**config.mk**
```make
export PLATFORM = sky130hd
export DESIGN_NAME = lfsr_gen
export DESIGN_NICKNAME = d
export VERILOG_FILES = /design/src/rtl/lfsr_gen.sv
export SDC_FILE = /design/constraint.sdc
export NUM_CORES = 1
export LEC_CHECK = 0
export CAP_MARGIN = 30
export CORE_MARGIN = 4
export CORE_UTILIZATION = 59
export CTS_CLUSTER_DIAMETER = 80
export DETAILED_ROUTE_END_ITERATION = 16
export GPL_TIMING_DRIVEN = 0
export HOLD_SLACK_MARGIN = 0.15
export PLACE_DENSITY_LB_ADDON = 0.25
export SYNTH_ARGS = -nofsm -noshare
export SYNTH_HDL_FRONTEND = slang
export SYNTH_SLANG_ARGS = --single-unit
```
**constraint.sdc**
```tcl
create_clock -name clk -period 4.1 [get_ports clk]
set_input_delay 0.615 -clock clk [delete_from_list [all_inputs] [get_ports clk]]
set_output_delay 0.615 -clock clk [all_outputs]
set_load 0.01 [all_outputs]
```
**src/rtl/lfsr_gen.sv**
```systemverilog
// Fibonacci LFSR bit source with seed load, free-run, burst and single-step control.
// Emits one registered serial bit per shift, qualified by a one-cycle sh_en strobe.
module lfsr_gen #(
    parameter int unsigned      WIDTH = 16,
    parameter logic [WIDTH-1:0] TAPS  = WIDTH'(16'hB400),
    parameter logic [WIDTH-1:0] SEED  = WIDTH'(16'hACE1),
    parameter int unsigned      DIV   = 1
) (
    input  logic             clk,
    input  logic             reset,
    input  logic             load,
    input  logic [WIDTH-1:0] seed,
    input  logic             start,
    input  logic             stop,
    input  logic             burst,
    input  logic [15:0]      burst_len,
    input  logic             step,
    output logic             sh_en,
    output logic             i0,
    output logic [WIDTH-1:0] state,
    output logic             busy,
    output logic             done,
    output logic             wrap
);

    localparam int unsigned CNT_W    = 16;
    localparam logic [CNT_W-1:0] DIV_LAST = CNT_W'(DIV - 1);

    typedef enum logic [1:0] {
        ST_IDLE  = 2'd0,
        ST_RUN   = 2'd1,
        ST_BURST = 2'd2
    } fsm_e;

    fsm_e             r_fsm;
    logic [WIDTH-1:0] r_state;
    logic [WIDTH-1:0] r_ref_seed;
    logic [CNT_W-1:0] r_div_cnt;
    logic [15:0]      r_rem;
    logic             r_sh_en;
    logic             r_i0;
    logic             r_busy;
    logic             r_done;
    logic             r_wrap;

    logic [WIDTH-1:0] w_seed_eff;
    logic             w_fb;
    logic [WIDTH-1:0] w_shifted;
    logic             w_tick;

    // An all-zero seed would lock the LFSR, so it is replaced by SEED.
    assign w_seed_eff = (seed == '0) ? SEED : seed;
    assign w_fb       = ^(r_state & TAPS);
    assign w_shifted  = {r_state[WIDTH-2:0], w_fb};
    assign w_tick     = (r_div_cnt == DIV_LAST);

    // Control FSM, divider, burst counter and shift register.
    always_ff @(posedge clk or negedge reset) begin
        if (!reset) begin
            r_fsm      <= ST_IDLE;
            r_state    <= SEED;
            r_ref_seed <= SEED;
            r_div_cnt  <= '0;
            r_rem      <= '0;
            r_sh_en    <= 1'b0;
            r_i0       <= 1'b0;
            r_busy     <= 1'b0;
            r_done     <= 1'b0;
            r_wrap     <= 1'b0;
        end else begin
            r_sh_en <= 1'b0;
            r_done  <= 1'b0;
            r_wrap  <= 1'b0;
            if (load) begin
                r_state    <= w_seed_eff;
                r_ref_seed <= w_seed_eff;
                r_fsm      <= ST_IDLE;
                r_busy     <= 1'b0;
                r_rem      <= '0;
                r_div_cnt  <= '0;
            end else if (stop) begin
                r_fsm     <= ST_IDLE;
                r_busy    <= 1'b0;
                r_rem     <= '0;
                r_div_cnt <= '0;
            end else begin
                case (r_fsm)
                    ST_IDLE: begin
                        r_div_cnt <= '0;
                        if (start) begin
                            r_fsm  <= ST_RUN;
                            r_busy <= 1'b1;
                        end else if (burst) begin
                            // A zero-length burst still wins priority over step.
                            if (burst_len != 16'd0) begin
                                r_fsm  <= ST_BURST;
                                r_busy <= 1'b1;
                                r_rem  <= burst_len;
                            end
                        end else if (step) begin
                            r_fsm  <= ST_BURST;
                            r_busy <= 1'b1;
                            r_rem  <= 16'd1;
                        end
                    end
                    ST_RUN, ST_BURST: begin
                        if (w_tick) begin
                            r_div_cnt <= '0;
                            r_state   <= w_shifted;
                            r_i0      <= r_state[WIDTH-1];
                            r_sh_en   <= 1'b1;
                            r_wrap    <= (w_shifted == r_ref_seed);
                            if (r_fsm == ST_BURST) begin
                                r_rem <= r_rem - 16'd1;
                                if (r_rem == 16'd1) begin
                                    r_done <= 1'b1;
                                    r_fsm  <= ST_IDLE;
                                    r_busy <= 1'b0;
                                end
                            end
                        end else begin
                            r_div_cnt <= r_div_cnt + CNT_W'(1);
                        end
                    end
                    default: begin
                        r_fsm  <= ST_IDLE;
                        r_busy <= 1'b0;
                    end
                endcase
            end
        end
    end

    assign sh_en = r_sh_en;
    assign i0    = r_i0;
    assign state = r_state;
    assign busy  = r_busy;
    assign done  = r_done;
    assign wrap  = r_wrap;

endmodule
```
==> summary.md <==
| Metric | Value |
|---|---|
| Status | `finished clean` |
| Total die area | `between 8000 and 9000 sq um` |
| Vias in the first global route | `about 3,500` |
| Inserted Clock Buffers | `9` |
| DP Worst Slack | `about 1.1 ns` |
| WL/cell | `~19 um` |
| Die X | `about 90 um` |
| CTS tree | `built` |
| Final #Nets | `around 530` |
| Final min period | `around 2.7 ns` |
| Most used DFF post-synth | `dfrtp_1` |
| Synth warnings | `0` |
| Post-DP HPWL | `roughly 7.8 mm` |
| Final Util | `0.749` |
| Fin. Hold Viols | `0` |
| Die Y | `90.3 um` |
| Fillers | `457` |
| Routed vias/inst | `roughly 6.4` |
| Slew margin rel. | `0.383` |
| IO Count | `60` |
| Final setup viols | `0` |
| Hold/Removal Path Class | `input pin to async pin` |
| Worst r2r src | `r_fsm[0]$_DFFE_PN0P_` |
| Ys async rst share | `1.00` |
| Comb power frac | `0.235` |
| Switching share of power | `0.319` |
| Reg clk slew, reported paths | `roughly 0.08 ns` |
| Maximum VDD drop | `between 200 and 250 uV` |
| F_max | `368 MHz` |
| P_int | `around 0.0012 W` |
| CP arrival | `~3.0 ns` |
| Mapped Avg Cell Area | `between 9 and 10 sq um` |
| Top-area cell type share of the netlist area | `0.344` |
| Share of cells above drive strength 1 | `0.108` |
| Net Switching | `0.000552 W` |
| Core box area | `between 6000 and 7000 sq um` |
| Total Routing Usage GR | `0.266` |
| Post-synth top area cell | `dfrtp_1` |
| Count leader, synth | `dfrtp_1` |
| DRT Pass-1 Iters | `8` |
| Via count | `3,648` |
| Worst EP required | `4.34 ns` |
| Power share of the clock group | `0.284` |
| Area growth, synth to finish | `21.0%` |
| GPL Wtd Cong | `0.923` |
| Post-synth top cells | `dfrtp_1 (55), nor2_1 (43), inv_1 (29)` |
| Row cnt | `29` |
| Post-CTS Repair Setup Buffers | `0` |
| Seq/Total Area, Yosys | `0.449` |
| Syn_nets | `approximately 470` |
| Ant. Diodes | `0` |
| R2R cell count | `8` |
| Synth area leaders | `dfrtp_1 (34%), dfstp_2 (11%), xor2_1 (4.2%)` |
| Initial Util | `0.619` |
| Largest net degree at the start of global routing | `between 70 and 80` |
| WS Path Type | `input pin to flop` |
| ANT nets after route | `0` |
| First-pass GRT wire length | `roughly 17 mm` |
| Clock Sinks | `between 70 and 80` |
| Sum Neg Setup Slack | `0 ns` |
| FF/Latch Area | `between 1500 and 2000 sq um` |
| Worst-Margin Slew | `between 0.9 and 1 ns` |
| R2r endpoint | `r_rem[13]$_DFFE_PN0P_` |
| Period utilisation layout | `0.663` |
| Drt initial violations | `approximately 420` |
| Placed Area | `approximately 4700 sq um` |
| #FFs+latches synth | `a little over 70` |
| Worst setup path start | `stop` |
| H-tree levels | `3` |
| Congestion Overflow GR | `0` |
| Leak | `approximately 2 nW` |
| Count of pins over their slew limit | `0` |
| Post-Syn Instances | `approximately 420` |
| CTS resizes | `0` |
| # hold bufs at CTS | `0` |
| CTS root buffer | `clkbuf_8` |
| Number of port buffers | `58` |
| RSZ-0062 raised after global routing | `false` |
| Total of max-cap violations | `0` |
| Number of synthesized flops with an enable pin | `0` |
| Pwr dens | `357 nW/um^2` |
| Unique masters post-synth | `56` |
| Post-Syn Area | `4000 sq um` |
| Post-route cell area | `4840 sq um` |
| Multi-input gate area | `~2000 sq um` |
| CP max FO | `8` |
| Reg2Reg Setup Slack | `between 1 and 1.5 ns` |
| CP Capture Type | `flop` |
| DRC viols | `0` |
| Initial antenna violation count | `0` |
| Sequential Power Share | `0.481` |
| Crit start category | `input pin` |
| Clk_lat worst skew | `about 0.35 ns` |
| Worst Skew | `between 0.006 and 0.007 ns` |
| Total wire length | `around 11 mm` |
| Clock buffer depth | `2` |
| Setup ws final | `1.38 ns` |
==> worst max-delay path: stages <==
cell	delay, ns
clkdlybuf4s50_1	0.51
nor3b_1	0.56
nand4_1	0.28
o21ai_2	0.37
or2_1	0.15
buf_4	0.15
mux2_1	0.32
==> routing by layer <==
metal | track usage | wire [um]
met3 | 0.0633 | 730
met2 | 0.421 | 5290
met5 | 0 | 0
met4 | 0.0740 | 106
met1 | 0.366 | 4510
==> logic make-up after synthesis <==
group | count (synthesis) | share of synthesized area
buffers and inverters | 50 | 0.0519
AOI/OAI and AO/OA | 94 | 0.178
DFF | 71 | 0.449
muxes | 10 | 0.0294
and+or+nand+nor | 154 | 0.198
xor gates and xnor gates | 31 | 0.0679
adders and majority gates | 8 | 0.0250
==> placed cells by master (no fill, tap or decap), types with 3 or more instances in the layout <==
| cell type | count |
|---|---|
| clkdlybuf4s50_1 | 57 |
| dfrtp_1 | 55 |
| nor2_1 | 43 |
| inv_1 | 29 |
| nand2_1 | 25 |
| xor2_1 | 19 |
| nor4_1 | 17 |
| nor3_1 | 16 |
| dfstp_2 | 16 |
| clkbuf_1 | 14 |
| nand3_1 | 14 |
| o21ai_0 | 13 |
| o31ai_1 | 13 |
| a211oi_1 | 13 |
| xnor2_1 | 12 |
| clkbuf_8 | 9 |
| nand4_1 | 8 |
| ha_1 | 8 |
| a221o_1 | 7 |
| a21o_1 | 7 |
| a21oi_1 | 7 |
| nor3b_1 | 5 |
| and3_1 | 5 |
| mux2_2 | 5 |
| and4_1 | 4 |
| buf_2 | 4 |
| a222oi_1 | 4 |
| a22o_1 | 4 |
| or4_1 | 4 |
| a221oi_1 | 4 |
| buf_4 | 3 |
| a22oi_1 | 3 |
| clkinv_2 | 3 |
==> sequential cells by signal (all words and copies together), names as in the netlist <==
signal and flops:
r_rem 16, done 1, sh_en 1, i0 1, r_fsm 2, busy 1, r_ref_seed 16, state 16
wrap 1, r_div_cnt 16
==> worst max-delay path by stage <==
stage	endpoint	slack, ns	cells after the start
5_1_grt	r_rem[14]$_DFFE_PN0P_	1.30	8
3_3_place_gp	state[4]$_DFFE_PN0P_	0.12	1
2_1_floorplan	busy$_DFFE_PN0P_	1.72	5
4_1_cts	r_rem[13]$_DFFE_PN0P_	1.43	7
3_5_place_dp	r_rem[13]$_DFFE_PN0P_	1.06	7
6_report	r_rem[13]$_DFFE_PN0P_	1.38	7
==> final cells by class <==
class	count	share of cell area
timing repair buffer	58	0.119
clock inverter	6	0.00801
buffer	21	0.0204
clock buffer	10	0.0264
multi-input combinational	297	0.412
inverter	29	0.0225
sequential	71	0.371
tap	77	0.0199
==> power by group through the flow <==
| stage | registers [W] | logic [W] | clock network, W |
|---|---|---|---|
| 6_report | 0.000831 | 0.000407 | 0.000490 |
| 3_5_place_dp | 0.000843 | 0.000400 | 0 |
| 3_3_place_gp | 0.000840 | 0.000386 | 0 |
| 4_1_cts | 0.000830 | 0.000402 | 0.000494 |
| 2_1_floorplan | 0.000842 | 0.000214 | 0 |
| 5_1_grt | 0.000840 | 0.000441 | 0.000526 |
==> through the flow <==
step | total power [W] | std cells | hold slack, ns
floorplan | 0.00106 | 418 | 0.319
global placement | 0.00123 | 553 | 0.490
detailed placement | 0.00124 | 553 | 0.502
CTS | 0.00173 | 569 | 0.406
global route | 0.00181 | 569 | 0.443
finish | 0.00173 | 569 | 0.364
(Power assumes the default switching activity.)
